<file path="config.mk">
export PLATFORM = sky130hd
export DESIGN_NAME = univ_shift_reg
export DESIGN_NICKNAME = d
export VERILOG_FILES = /design/src/rtl/univ_shift_reg.sv
export SDC_FILE = /design/constraint.sdc
export NUM_CORES = 1
export LEC_CHECK = 0
export ABC_CLOCK_PERIOD_IN_PS = 3300
export BUFFER_PORTS_ARGS = -buffer_cell sky130_fd_sc_hd__buf_2
export CAP_MARGIN = 5
export CELL_PAD_IN_SITES_DETAIL_PLACEMENT = 0
export CELL_PAD_IN_SITES_GLOBAL_PLACEMENT = 1
export CORE_MARGIN = 4
export CORE_UTILIZATION = 38
export DETAILED_ROUTE_END_ITERATION = 16
export PLACE_DENSITY = 0.93
export SKIP_LAST_GASP = 1
export SYNTH_ARGS = -nofsm -noshare
export SYNTH_HDL_FRONTEND = slang
export SYNTH_SLANG_ARGS = --single-unit
</file>
<file path="constraint.sdc">
create_clock -name clk_i -period 3.3 [get_ports clk_i]
set_input_delay 0.33 -clock clk_i [delete_from_list [all_inputs] [get_ports clk_i]]
set_output_delay 0.33 -clock clk_i [all_outputs]
set_load 0.02 [all_outputs]
</file>
<file path="src/rtl/univ_shift_reg.sv">
// ============================================================================
// univ_shift_reg : WIDTH-bit universal shift/rotate/load register with a
//                  saturating shift counter and a one-cycle DONE pulse.
// Revision 1.0
// ============================================================================
`default_nettype none

module univ_shift_reg #(
  parameter int unsigned      WIDTH     = 8,
  parameter logic [WIDTH-1:0] RESET_VAL = '0
) (
  input  logic                       clk_i,
  input  logic                       rst_i,
  input  logic                       en_i,
  input  logic [2:0]                 mode_i,
  input  logic                       sin_r_i,
  input  logic                       sin_l_i,
  input  logic [WIDTH-1:0]           d_i,
  output logic [WIDTH-1:0]           q_o,
  output logic                       sout_l_o,
  output logic                       sout_r_o,
  output logic [$clog2(WIDTH+1)-1:0] cnt_o,
  output logic                       done_o
);

  localparam int unsigned CW = $clog2(WIDTH + 1);

  localparam logic [2:0] MODE_HOLD = 3'b000;
  localparam logic [2:0] MODE_SHL  = 3'b001;
  localparam logic [2:0] MODE_SHR  = 3'b010;
  localparam logic [2:0] MODE_ROL  = 3'b011;
  localparam logic [2:0] MODE_ROR  = 3'b100;
  localparam logic [2:0] MODE_LOAD = 3'b101;
  localparam logic [2:0] MODE_ASR  = 3'b110;
  localparam logic [2:0] MODE_CLR  = 3'b111;

  localparam logic [CW-1:0] CNT_FULL = CW'(WIDTH);
  localparam logic [CW-1:0] CNT_LAST = CW'(WIDTH - 1);

  logic [WIDTH-1:0] q_q, q_d;
  logic [CW-1:0]    cnt_q, cnt_d;
  logic             done_q, done_d;
  logic             shift_op;

  always_comb begin
    q_d      = q_q;
    cnt_d    = cnt_q;
    done_d   = 1'b0;
    shift_op = 1'b0;
    if (en_i) begin
      case (mode_i)
        MODE_HOLD: q_d = q_q;
        MODE_SHL:  begin q_d = {q_q[WIDTH-2:0], sin_r_i};   shift_op = 1'b1; end
        MODE_SHR:  begin q_d = {sin_l_i, q_q[WIDTH-1:1]};   shift_op = 1'b1; end
        MODE_ROL:  begin q_d = {q_q[WIDTH-2:0], q_q[WIDTH-1]}; shift_op = 1'b1; end
        MODE_ROR:  begin q_d = {q_q[0], q_q[WIDTH-1:1]};    shift_op = 1'b1; end
        MODE_LOAD: begin q_d = d_i;      cnt_d = '0; end
        MODE_ASR:  begin q_d = {q_q[WIDTH-1], q_q[WIDTH-1:1]}; shift_op = 1'b1; end
        MODE_CLR:  begin q_d = '0;       cnt_d = '0; end
        default:   q_d = q_q;
      endcase
      // Counter saturates at WIDTH; DONE fires only on the transition into it.
      if (shift_op && (cnt_q != CNT_FULL)) begin
        cnt_d  = cnt_q + 1'b1;
        done_d = (cnt_q == CNT_LAST);
      end
    end
  end

  always_ff @(posedge clk_i or posedge rst_i) begin
    if (rst_i) begin
      q_q    <= RESET_VAL;
      cnt_q  <= '0;
      done_q <= 1'b0;
    end else begin
      q_q    <= q_d;
      cnt_q  <= cnt_d;
      done_q <= done_d;
    end
  end

  assign q_o      = q_q;
  assign cnt_o    = cnt_q;
  assign done_o   = done_q;
  assign sout_l_o = q_q[WIDTH-1];
  assign sout_r_o = q_q[0];

endmodule

`default_nettype wire

</file>
Yosys cells after proc, flatten, opt, wreduce, memory -nomap -nowiden. Index checks and enable logic that the tools add are counted.

Word-level logic and storage cells: 31. Register bits: 13. Output and inout bits: 15. Input bits: 16.

Equal/unequal tests: 9. Reduce and logical (&&, ||, !) cells: 8. Bitwise operators: 2. Mux-type cells: 7. $add $sub $neg: 1.

Operator list (count): one-hot mux 8 bit (7 select lines) (1); == test 3 bit, second input constant (4); 2-to-1 mux 4 bit (2); == test 3 x 2 -> 1 bit, second input constant (2); OR reduction 5 bit (1); adder 4 x 1 -> 4 bit, second input constant (1); == test 4 x 3 -> 1 bit, second input constant (1); 2-to-1 mux 1 bit (4); inequality test 4 bit, second input constant (1); AND reduction 2 bit (2); == test 3 x 1 -> 1 bit, second input constant (1); logical NOT 3 bit (1); AND reduction 3 bit (1); NOT 1 bit (2); nonzero test 2 bit (1); OR reduction 2 bit (1); logical AND 1 bit (1).

Longest topological paths before layout. Gate-level depths: netlist of run 1.

Word-level depth: 7. Gate-level depth with buffers: 5. Depth with buffers taken out: 5.

Worst setup path after synthesis of run 1. No wires, ideal clock.

Kind: input-to-reg. Start point: in mode_i[0]. End point: reg q_q[6] (netlist: q_o[6]). Path slack: 1.958 ns. Required time: 3.174 ns. Arrival: 1.216 ns. Buffers on the path: 2. Library setup time: 0.126 ns. Cell stages on the path: 5. Path through: buf_2 -> and3b_1 -> clkbuf_1 -> and2_1 -> o32a_1.

Longest elaborated chain between the ends: 3. Elaborated cells on any way between the ends: 11. Classes of those cells: eq/ne (7); mux (1); bitwise (1); reduce/logical (2).

Ends and longest elaborated chain: from (decl) (line 15) `input logic [2:0] mode_i,`; parallel branches: the longest is 3 deep, another holds one-hot mux 8 bit (7 select lines); to (signal assigned) (line 76) `q_q <= q_d;`; to (decl) (line 40) `logic [WIDTH-1:0] q_q, q_d;`.

Parallel ways; which one is timed is not known. A chain may end at the register's enable or synchronous reset.

Final worst setup path of run 1.
Start point: reg cnt_q[0] (netlist: cnt_o[0]). End point: reg cnt_q[1] (netlist: cnt_o[1]).

Longest elaborated chain between the ends: 4. Elaborated cells on any way between the ends: 6. Classes of those cells: add/sub (1); eq/ne (1); mux (1); reduce/logical (3).

Ends and longest elaborated chain: from (decl) (line 41) `logic [CW-1:0] cnt_q, cnt_d;`; from (signal assigned) (line 77) `cnt_q <= cnt_d;`; parallel branches: the longest is 4 deep, another holds adder 4 x 1 -> 4 bit.

Parallel ways; which one is timed is not known.

==> results by group, run 1 <==
Floorplan
  • Die area: 3240 µm²
  • Core box area: 2250 µm²
  • Starting density of the core: 0.404
  • Chip height: 57.0 µm
  • Die width: 57.0 µm
  • I/O pin count: 31
  • Std-Cell Rows: 17

Timing
  • Actual slew at the worst max-slew pin: 540 ps
  • Pins Over Slew Limit: 0
  • Period utilization: 0.386
  • Final hold vios: 0
  • Tmin final: 1270 ps
  • Worst slew margin: 0.640
  • Setup Viol. Count Final: 0
  • RSZ-0062 raised after global routing: no
  • Fmax: 785 MHz
  • Setup TNS: 0 ps
  • Worst Skew: 11.1 ps

Final layout
  • Nets@finish: 149
  • Non-filler cells, final: 158
  • Share of layout cells above drive strength 1: 0.277
  • Filler instances: 257
  • Design area: 1050 µm²
  • Diodes inserted: 0
  • Area growth from synthesis to layout: 15.1%

GRT
  • Initial antenna violation count: 0
  • Vias in the first global route: 790
  • GRT Total Usage: 0.126
  • Largest net degree at the start of global routing: 28
  • Grt total ovfl: 0
  • First-pass GRT wire length: 3.28 mm

Clock tree
  • Worst skew pair latency: 270 ps
  • CTS buffer count: 3
  • Root buffer cell: clkbuf_4
  • Buffer count from post-CTS setup fixing: 0
  • Post_cts resized: 0
  • CTS tree: built
  • Reg clk slew, reported paths: 80 ps
  • Clk sink count: 13
  • Max H-tree Level: 1
  • Max Buffers Root-to-Sink: 2
  • CTS hold repair buffers: 0

Critical path
  • WP data required: 3480 ps
  • Worst Setup Start Kind: flop
  • CP Launch Point: cnt_o[0]$_DFFE_PP0P_
  • Reg2Reg Setup Slack: 2030 ps
  • R2R cell count: 5
  • CP delay by family, top: flip-flops
  • Crit path buf inv count: 1
  • Critical path cell sequence: inv_1 -> ha_1 -> nand3b_1 -> and2_4 -> o32ai_2
  • CP Class: reg2reg
  • Crit path largest cell delay: 440 ps
  • Worst flop-to-flop path startpoint: cnt_o[0]$_DFFE_PP0P_
  • Critical path capture point type: flop
  • Crit Reg-Reg Endpoint: cnt_o[1]$_DFFE_PP0P_
  • Critical path's slowest cell: dfrtp_1
  • Data arrival, critical path: 1450 ps
  • CP Max Fanout: 6

Pwr
  • Static Leak: 0.000510 µW
  • Power Density: 522 nW/µm²
  • Worst vdd ir: 0.000241 V
  • Tot Pwr: 547 µW

Synth
  • Synth unique cells: 38
  • Syn Std Cell Area: 911 µm²
  • Ys Warns: 0
  • Post-synth top area share: 0.357
  • Yosys reg bits: 13
  • Synth area leader: dfrtp_1
  • Post-synthesis cell count: 108
  • Seq/Total Area, Yosys: 0.357
  • Top cells by area, synth: dfrtp_1, a21oi_1, a21o_1
  • Syn Nets: 126
  • Mean Syn Cell Area: 8.43 µm²

Detailed routing
  • DRT Pass-1 Iters: 4
  • Post-route ant nets: 0
  • WL met3: 134 µm
  • Routed len/inst: 12.8 µm
  • Final wirelength: 2.02 mm
  • Detailed Route Iter0 Violations: 16
  • Via Count: 844
  • Met2 WL: 909 µm
  • DRT met1 WL: 964 µm
  • DR top layer: met4
  • Vias per std cell: 5.34
  • DRC violations left: 0

Placement
  • Port bufs: 30
  • Placed instance area: 1020 µm²
  • Post-Place Cells: 154
  • RD Place Congestion: 0.803

Hold path
  • HP Class: in2async

Flow run
  • Max cap viols: 0

Status
  • Outcome: finished, final reports clean
through the flow:
step | hold WS [ps] | utilization | setup slack (ps)
6_report | 81.9 | 0.465 | 2030
5_1_grt | 128 | 0.465 | 1930
4_1_cts | 91.3 | 0.465 | 2010
3_5_place_dp | 403 | 0.453 | 1790
3_3_place_gp | 385 | 0.453 | 1810
2_1_floorplan | 207 | - | 1960
metal layers:
| metal | track usage | up-vias |
|---|---|---|
| met4 | 0.0497 | 0 |
| met3 | 0.0294 | 2 |
| li1 | - | 423 |
| met1 | 0.165 | 390 |
| met2 | 0.201 | 29 |
| met5 | 0 | - |
how the worst max path moves through the flow:
stage | end | slack, ps | cells after the start
3_3_place_gp | cnt_o[1]$_DFFE_PP0P_ | 1810 | 4
2_1_floorplan | q_o[6]$_DFFE_PP0P_ | 1960 | 5
6_report | cnt_o[1]$_DFFE_PP0P_ | 2030 | 5
5_1_grt | cnt_o[1]$_DFFE_PP0P_ | 1930 | 5
4_1_cts | cnt_o[1]$_DFFE_PP0P_ | 2010 | 5
3_5_place_dp | cnt_o[1]$_DFFE_PP0P_ | 1790 | 4
final cells by class:
| cell class | instances | area [µm²] | share of cell area |
|---|---|---|---|
| Sequential cell | 13 | 325 | 0.310 |
| Clock buffer | 4 | 26.3 | 0.0251 |
| Tap cell | 28 | 35.0 | 0.0334 |
| Inverter | 8 | 30.0 | 0.0286 |
| Timing Repair Buffer | 30 | 150 | 0.143 |
| Multi-Input combinational cell | 75 | 482 | 0.459 |
where the power goes:
part           total, µW  switching, µW  internal (µW)  leakage (µW)
Combinational        219            129           90.2      0.000336
Clock               96.9           50.1           46.8     0.0000150
Sequential           231           37.6            194      0.000159
registers in the layout, summed over array words and instances (netlist names):
signal	count
done_o	1
q_o	8
cnt_o	4
cells in the final DEF (no fill, tap or decap), types with 2 or more instances in the layout:
cell type | netlist | final
dfrtp_1 | 13 | 13
nand2_1 | 9 | 9
buf_2 | 4 | 30
nand3_1 | 2 | 2
o21ai_0 | 4 | 4
nand2b_1 | 2 | 2
nor2b_1 | 5 | 5
and3_1 | 2 | 2
a21o_1 | 5 | 5
ha_1 | 2 | 2
o31a_1 | 2 | 2
clkbuf_4 | 0 | 3
a32oi_1 | 2 | 2
nor3_1 | 2 | 2
nand3b_1 | 2 | 2
nor2_1 | 7 | 7
inv_1 | 8 | 8
a21oi_1 | 8 | 8
a31oi_1 | 5 | 5
cells by family (layout without fill, tap and decap cells):
logic type,after synthesis,count (layout),synth area share
compound gates,34,34,0.265
xor+xnor,1,1,0.00962
fa+ha+maj,2,2,0.0275
buf+inv,20,42,0.114
flops,13,13,0.357
simple gates,38,38,0.227
cells in the mapped netlist (all sizes together):
master,instances
nand3b,2
or2,1
nand4b,1
o21bai,1
ha,2
a31oi,5
nor2b,5
clkbuf,4
inv,8
nor4bb,1
a21oi,8
o31ai,1
o22ai,1
o32a,1
dfrtp,13
a32oi,2
buf,8
and3,2
a21boi,1
o32ai,1
nand2,9
o221ai,1
a21o,5
o31a,2
nand2b,2
xor2,1
or3,1
o21ai,4
and3b,1
nand3,2
a22o,1
and2,2
nor2,7
nor3,2
Power figures use the tool's default switching activity.
==> run 2, diff against run 1 <==
--- a/config.mk
+++ b/config.mk
@@ -5,15 +5,16 @@
 export SDC_FILE = /design/constraint.sdc
 export NUM_CORES = 1
 export LEC_CHECK = 0
-export ABC_CLOCK_PERIOD_IN_PS = 3300
+export ABC_AREA = 1
+export ABC_CLOCK_PERIOD_IN_PS = 1310
 export BUFFER_PORTS_ARGS = -buffer_cell sky130_fd_sc_hd__buf_2
 export CAP_MARGIN = 5
 export CELL_PAD_IN_SITES_DETAIL_PLACEMENT = 0
 export CELL_PAD_IN_SITES_GLOBAL_PLACEMENT = 1
 export CORE_MARGIN = 4
-export CORE_UTILIZATION = 38
+export CORE_UTILIZATION = 33
 export DETAILED_ROUTE_END_ITERATION = 16
-export PLACE_DENSITY = 0.93
+export PLACE_DENSITY = 0.86
 export SKIP_LAST_GASP = 1
 export SYNTH_ARGS = -nofsm -noshare
 export SYNTH_HDL_FRONTEND = slang
==> constraint.sdc (replaced) <==
create_clock -name clk_i -period 1.31 [get_ports clk_i]
set_input_delay 0.131 -clock clk_i [delete_from_list [all_inputs] [get_ports clk_i]]
set_output_delay 0.131 -clock clk_i [all_outputs]
set_load 0.02 [all_outputs]
==> run 2 against run 1 <==
Net effect: area after synthesis fell by 0.96%; hold slack improved by 110 ps; synthesized cell count is 19% higher; die area grew 12%; via count grew 3.2%; setup slack worse by 1900 ps; non-clock buffer count up 1; largest cell class unchanged; highest routed layer is now met3.
==> results by group, run 2 <==
Clock tree
  • CTS buffer count: 3 (unchanged)
  • Reg clk slew, reported paths: 80 ps (about the same)
  • Clk sink count: 13 (unchanged)
  • Max Buffers Root-to-Sink: 2 (unchanged)
  • Buffer count from post-CTS setup fixing: 0 (unchanged)
  • Root buffer cell: clkbuf_4
  • CTS tree: built
  • Worst skew pair latency: 270 ps (about the same)
  • Max H-tree Level: 1 (unchanged)

Critical path
  • Worst Setup Start Kind: flop
  • CP Launch Point: cnt_o[0]$_DFFE_PP0P_
  • Most common cell on crit path: nand3_2
  • Data arrival, critical path: 1390 ps (-60 ps)
  • CP Class: reg2reg
  • CP Max Fanout: 4 (-2)
  • WP data required: 1500 ps (-1980 ps)
  • Critical path's slowest cell: dfrtp_1
  • Critical path capture point type: flop
  • Critical path cell sequence: inv_2 -> ha_1 -> nand3_2 -> nand3_2 -> nor2_2 -> nand2_1 -> o21ai_0
  • Crit path largest cell delay: 400 ps (-40 ps)
  • Worst flop-to-flop path startpoint: cnt_o[0]$_DFFE_PP0P_

Synth
  • Post-synthesis cell count: 129 (+19%)
  • Post-synth top area share: 0.361 (+0.00347)
  • Ys Warns: 0 (unchanged)
  • Ys async rst share: 1.00 (unchanged)
  • Top cells by area, synth: dfrtp_1, nor2_1, nand2_1
  • Yosys reg bits: 13 (unchanged)
  • Mean Syn Cell Area: 6.99 µm² (-17%)
  • Seq/Total Area, Yosys: 0.361 (+0.00347)
  • Synth unique cells: 21 (-45%)
  • Cell with the most instances after synthesis: nor2_1
  • Syn Nets: 147 (+17%)
  • Most used DFF post-synth: dfrtp_1
  • Top cells by count, synth: nor2_1, nand2_1, inv_1, dfrtp_1, o21ai_0
  • Post-synth EDFFs: 0 (unchanged)
  • Synth area leader: dfrtp_1
  • Syn Std Cell Area: 902 µm² (-0.96%)

Placement
  • Post-Place Cells: 185 (+20%)
  • DP HPWL: 1.62 mm
  • Port bufs: 30 (unchanged)
  • RD Place Congestion: 0.830 (+3.4%)

GRT
  • First-pass GRT wire length: 3.35 mm (+2.1%)
  • GRT Total Usage: 0.123 (-0.00260)
  • Initial antenna violation count: 0 (unchanged)
  • Vias in the first global route: 806 (+2.0%)
  • Grt total ovfl: 0 (unchanged)
  • Largest net degree at the start of global routing: 14 (-50%)

Floorplan
  • I/O pin count: 31 (unchanged)
  • Chip height: 60.3 µm (+5.8%)
  • Std-Cell Rows: 18 (+1)
  • Starting density of the core: 0.354 (-0.0495)
  • Die width: 60.3 µm (+5.8%)
  • Die area: 3630 µm² (+12%)
  • Core box area: 2540 µm² (+13%)

Timing
  • Setup Viol. Count Final: 0 (unchanged)
  • Actual slew at the worst max-slew pin: 524 ps (-16.0 ps)
  • Final hold vios: 0 (unchanged)
  • Setup TNS: 0 ps (unchanged)
  • Worst Skew: 1.53 ps (-9.56 ps)
  • Worst slew margin: 0.651 (+0.0107)
  • Tmin final: 1200 ps (-74.1 ps)
  • Fmax: 834 MHz (+6.2%)
  • RSZ-0062 raised after global routing: no
  • Period utilization: 0.916 (+0.530)
  • Pins Over Slew Limit: 0 (unchanged)

Hold path
  • HP Class: in2reg
  • HP Start: d_i[2]

Final layout
  • Nets@finish: 179 (+20%)
  • Commonest cells after routing, fill and taps aside: buf_2, nor2_1, nand2_1
  • Share of layout cells above drive strength 1: 0.294 (+0.0168)
  • Max FFs per register: 8 (unchanged)
  • Commonest non-fill, non-tap cell in the layout: buf_2
  • Area growth from synthesis to layout: 22.9%
  • Non-filler cells, final: 190 (+20%)
  • Filler instances: 285 (+11%)
  • Diodes inserted: 0 (unchanged)

Detailed routing
  • Routed len/inst: 11.2 µm (-13%)
  • Detailed Route Iter0 Violations: 29 (+13)
  • DRC violations left: 0 (unchanged)
  • Vias per std cell: 4.58 (-14%)
  • DRT Pass-1 Iters: 4 (unchanged)
  • Post-route ant nets: 0 (unchanged)
  • Final wirelength: 2.12 mm (+4.9%)
  • Via Count: 871 (+3.2%)

Flow run
  • Max cap viols: 0 (unchanged)

Pwr
  • Worst vdd ir: 0.000567 V (+140%)
  • Power Density: 1210 nW/µm² (+130%)
  • Static Leak: 0.000617 µW (+21%)

Status
  • Outcome: finished, final reports clean
-- run 2: cell types whose count changed after synthesis, sizes merged, moves of 7 or more --
| cell | previous run | this run |
|---|---|---|
| nor2 | 7 | 32 |
| nand2 | 9 | 24 |
| o21ai | 4 | 17 |
| inv | 8 | 20 |
| a21oi | 8 | 0 |
| nand3 | 2 | 9 |
-- run 2: kinds of logic after synthesis --
logic type,after synthesis,synth area share
AO/OA/AOI/OAI,18,0.111
XOR/XNOR,2,0.0194
adder cells (fa/ha/maj),2,0.0277
buffers and inverters,24,0.128
flip-flops,13,0.361
AND/OR/NAND/NOR,70,0.354
-- run 2: critical path: cells and delay by family (launching register included) --
family | cells | cell delay, ps
flip-flops | 1 | 400
AND/OR/NAND/NOR | 4 | 390
adder cells (fa/ha/maj) | 1 | 200
AO/OA/AOI/OAI | 1 | 80
buffers and inverters | 1 | 60
-- run 2: area by class of cell --
class | instances | area (µm²) | share of cell area
clock buffer | 4 | 26.3 | 0.0237
timing repair buffer | 31 | 160 | 0.144
inverter | 20 | 77.6 | 0.0700
sequential | 13 | 325 | 0.293
multi-input combinational | 92 | 482 | 0.435
tap | 30 | 37.5 | 0.0339
-- run 2: path summary, 6_finish.rpt --
kind                                        end  slack [ps]  cells past startpoint
setup / recovery           cnt_o[1]$_DFFE_PP0P_         110                      7
hold / removal               q_o[2]$_DFFE_PP0P_         200                      5
setup reg to reg           cnt_o[1]$_DFFE_PP0P_         110                      7
hold reg to reg              q_o[2]$_DFFE_PP0P_         540                      2
max in group asynchronous    q_o[3]$_DFFE_PP0P_         540                      3
min in group asynchronous      done_o$_DFF_PP0_         430                      3
-- run 2: routing by layer --
| metal | vias up | share of wire | GRT usage | wire length, µm |
|---|---|---|---|---|
| met5 | - | 0 | 0 | 0 |
| met4 | 0 | 0 | 0.0380 | 0 |
| met3 | 0 | 0.049 | 0.0194 | 104 |
| met2 | 16 | 0.48 | 0.208 | 1030 |
| met1 | 389 | 0.47 | 0.160 | 988 |
| li1 | 466 | - | - | - |
-- run 2: timing repair --
item,CTS,global route
hold buffers,1,0
resized for setup,0,6
setup endpoints to repair,0,5
hold endpoints to repair,13,0
-- run 2: per-stage QoR --
step	hold slack, ps	utilization	setup WS, ps	total power, µW	cell area (µm²)
floorplan	7.96	-	0.687	924	902
global placement	197	0.413	85.6	1080	1050
detailed placement	205	0.413	52.9	1080	1050
CTS	185	0.428	36.5	1350	1090
global route	213	0.436	12.8	1460	1110
finish	196	0.436	111	1340	1110
-- run 2: power breakdown --
part	internal (µW)	total, µW	switching (µW)
Sequential	478	556	78.0
Clock	118	255	137
Combinational	191	531	340
==> run 3, diff against run 2 <==
--- a/config.mk
+++ b/config.mk
@@ -6,16 +6,17 @@
 export NUM_CORES = 1
 export LEC_CHECK = 0
 export ABC_AREA = 1
-export ABC_CLOCK_PERIOD_IN_PS = 1310
+export ABC_CLOCK_PERIOD_IN_PS = 1000
 export BUFFER_PORTS_ARGS = -buffer_cell sky130_fd_sc_hd__buf_2
 export CAP_MARGIN = 5
 export CELL_PAD_IN_SITES_DETAIL_PLACEMENT = 0
 export CELL_PAD_IN_SITES_GLOBAL_PLACEMENT = 1
 export CORE_MARGIN = 4
-export CORE_UTILIZATION = 33
+export CORE_UTILIZATION = 30
 export DETAILED_ROUTE_END_ITERATION = 16
-export PLACE_DENSITY = 0.86
+export PLACE_DENSITY = 0.83
 export SKIP_LAST_GASP = 1
+export SLEW_MARGIN = 20
 export SYNTH_ARGS = -nofsm -noshare
 export SYNTH_HDL_FRONTEND = slang
 export SYNTH_SLANG_ARGS = --single-unit
==> constraint.sdc (replaced) <==
create_clock -name clk_i -period 1 [get_ports clk_i]
set_input_delay 0.1 -clock clk_i [delete_from_list [all_inputs] [get_ports clk_i]]
set_output_delay 0.1 -clock clk_i [all_outputs]
set_load 0.02 [all_outputs]
==> run 3 against run 2 <==
Net effect: the flow now finishes with violations (negative setup slack); maximum frequency rose by 4.5%; global-route usage rose by 0.63 points; wire length rose by 14%; register-to-register slack got worse by 260 ps; flip-flop and latch count did not move; clock power rose by 34%; hold slack got worse by 48 ps; critical path type unchanged; largest cell class unchanged.
==> results by group, run 3 (synthesis results as in run 2) <==
Timing
  • Tmin final: 1150 ps (-51.7 ps)
  • Pins Over Slew Limit: 0 (unchanged)
  • RSZ-0062 raised after global routing: yes
  • Final hold slack: 148 ps (-48.1 ps)
  • Actual slew at the worst max-slew pin: 331 ps (-193 ps)
  • Final hold vios: 0 (unchanged)
  • Setup Viol. Count Final: 8 (+8)
  • Worst Skew: 0.608 ps (-0.925 ps)
  • Final worst setup slack: -148 ps (-258 ps)
  • Fmax: 871 MHz (+4.5%)
  • Setup TNS: -868 ps (-868 ps)
  • Worst slew margin: 0.780 (+0.129)
  • Period utilization: 1.15 (+0.232)

Floorplan
  • Std-Cell Rows: 19 (+1)
  • Core box area: 2810 µm² (+10%)
  • Die width: 62.8 µm (+4.2%)
  • Chip height: 62.8 µm (+4.2%)
  • Die area: 3950 µm² (+8.6%)
  • Starting density of the core: 0.322 (-0.0329)
  • I/O pin count: 31 (unchanged)

GRT
  • GRT Total Usage: 0.130 (+0.00632)
  • First-pass GRT wire length: 4.15 mm (+24%)
  • Routing usage on met1: 0.158 (-0.00165)
  • M2 GR Usage: 0.217 (+0.00871)
  • Grt total ovfl: 0 (unchanged)
  • Grt met3 use: 0.0468 (+0.0273)
  • Vias in the first global route: 924 (+15%)
  • Largest net degree at the start of global routing: 14 (unchanged)
  • Global routing's busiest layer: met2
  • Initial antenna violation count: 0 (unchanged)

Detailed routing
  • Routed len/inst: 11.6 µm (+4.3%)
  • Post-route ant nets: 0 (unchanged)
  • Detailed Route Iter0 Violations: 32 (+10%)
  • Vias per std cell: 4.59 (about the same)
  • Via Count: 954 (+9.5%)
  • DRT Pass-1 Iters: 4 (unchanged)
  • Final wirelength: 2.42 mm (+14%)
  • DRC violations left: 0 (unchanged)

Final layout
  • Share of layout cells above drive strength 1: 0.401 (+0.107)
  • Commonest non-fill, non-tap cell in the layout: nor2_1
  • Max FFs per register: 8 (unchanged)
  • Commonest cells after routing, fill and taps aside: nor2_1, buf_2, nand2_1
  • Nets@finish: 196 (+9.5%)
  • Final core occ: 0.475 (+0.0390)
  • Area growth from synthesis to layout: 47.6%
  • Diodes inserted: 0 (unchanged)

Pwr
  • Worst vdd ir: 0.00100 V (+76%)
  • Power Density: 1620 nW/µm² (+33%)
  • Static Leak: 0.000708 µW (+15%)
  • Tot Pwr: 2150 µW (+60%)

Critical path
  • Data arrival, critical path: 1320 ps (-70 ps)
  • CP Max Fanout: 3 (-1)
  • WP data required: 1170 ps (-330 ps)
  • Worst flop-to-flop path startpoint: cnt_o[0]$_DFFE_PP0P_
  • CP Class: reg2reg
  • Critical path capture point type: flop
  • Crit Reg-Reg Endpoint: done_o$_DFF_PP0_
  • Worst Setup Start Kind: flop
  • R2R cell count: 6 (-1)
  • Reg2Reg Setup Slack: -150 ps (-260 ps)

Status
  • Outcome: finished, violations left
  • Failing checks: negative setup slack

Clock tree
  • Reg clk slew, reported paths: 90 ps (about the same)
  • CTS buffer count: 3 (unchanged)
  • Max H-tree Level: 1 (unchanged)
  • Root buffer cell: clkbuf_4
  • Clk sink count: 13 (unchanged)
  • Max Buffers Root-to-Sink: 2 (unchanged)
  • CTS tree: built
  • Worst skew pair latency: 280 ps (about the same)

Hold path
  • Hold depth: 5 (unchanged)
  • HP Start: d_i[4]
  • Hold worst-path end: q_o[4]$_DFFE_PP0P_
  • HP Class: in2reg

Placement
  • RD Place Congestion: 0.852 (+2.6%)
  • Port bufs: 30 (unchanged)
  • DP HPWL: 1.83 mm (+13%)

Flow run
  • Max cap viols: 0 (unchanged)
==> run 3: how the worst max path moves through the flow <==
stage,startpoint,endpoint,slack (ps),depth (start not counted)
2_1_floorplan,cnt_o[0]$_DFFE_PP0P_,done_o$_DFF_PP0_,-140,6
5_1_grt,cnt_o[0]$_DFFE_PP0P_,cnt_o[1]$_DFFE_PP0P_,-210,7
6_report,cnt_o[0]$_DFFE_PP0P_,done_o$_DFF_PP0_,-150,6
4_1_cts,cnt_o[0]$_DFFE_PP0P_,done_o$_DFF_PP0_,-130,6
3_5_place_dp,cnt_o[0]$_DFFE_PP0P_,cnt_o[1]$_DFFE_PP0P_,-160,7
3_3_place_gp,cnt_o[0]$_DFFE_PP0P_,cnt_o[2]$_DFFE_PP0P_,-100,5
==> run 3: metrics by stage <==
stage | cells | worst slack (ps) | cell area, µm²
6_report | 208 | -148 | 1330
5_1_grt | 208 | -205 | 1330
4_1_cts | 203 | -132 | 1250
3_5_place_dp | 196 | -164 | 1160
3_3_place_gp | 196 | -96.1 | 1160
2_1_floorplan | 129 | -141 | 937
==> run 3: critical path: stages, from the launching register on <==
cell and delay (ps):
dfrtp_2 430, inv_2 80, ha_4 140, nand3_4 100, nand3_4 100, nor2_4 50, and3_1 130
==> run 3: layout make-up <==
class                           instances  area [µm²]
Clock buffer                            4        26.3
Fill cell                             300        1470
Inverter                               20        80.1
Multi-Input combinational cell         92         514
Sequential cell                        13         330
Tap cell                               31        38.8
Timing Repair Buffer                   48         342
==> run 3: what timing repair did <==
| item | 4_1_cts | 5_1_grt |
|---|---|---|
| hold buffers | 1 | 0 |
| buffers inserted | 2 | 5 |
| pin swaps | 1 | 5 |
| endpoints found under the hold margin | 13 | 0 |
| endpoints found under the setup margin | 8 | 15 |
| resized for setup | 10 | 14 |
==> run 3: per-layer routing <==
layer,up-vias,part of all wire,routed length (µm)
li1,502,-,-
met1,423,0.43,1050
met2,25,0.49,1180
met3,4,0.060,145
met4,0,0.021,52
met5,-,0,0
==> run 3: power by group <==
part / switching, µW / total [µW] / internal, µW
clock network: 187 / 342 / 155
logic: 547 / 1070 / 522
registers: 107 / 740 / 634
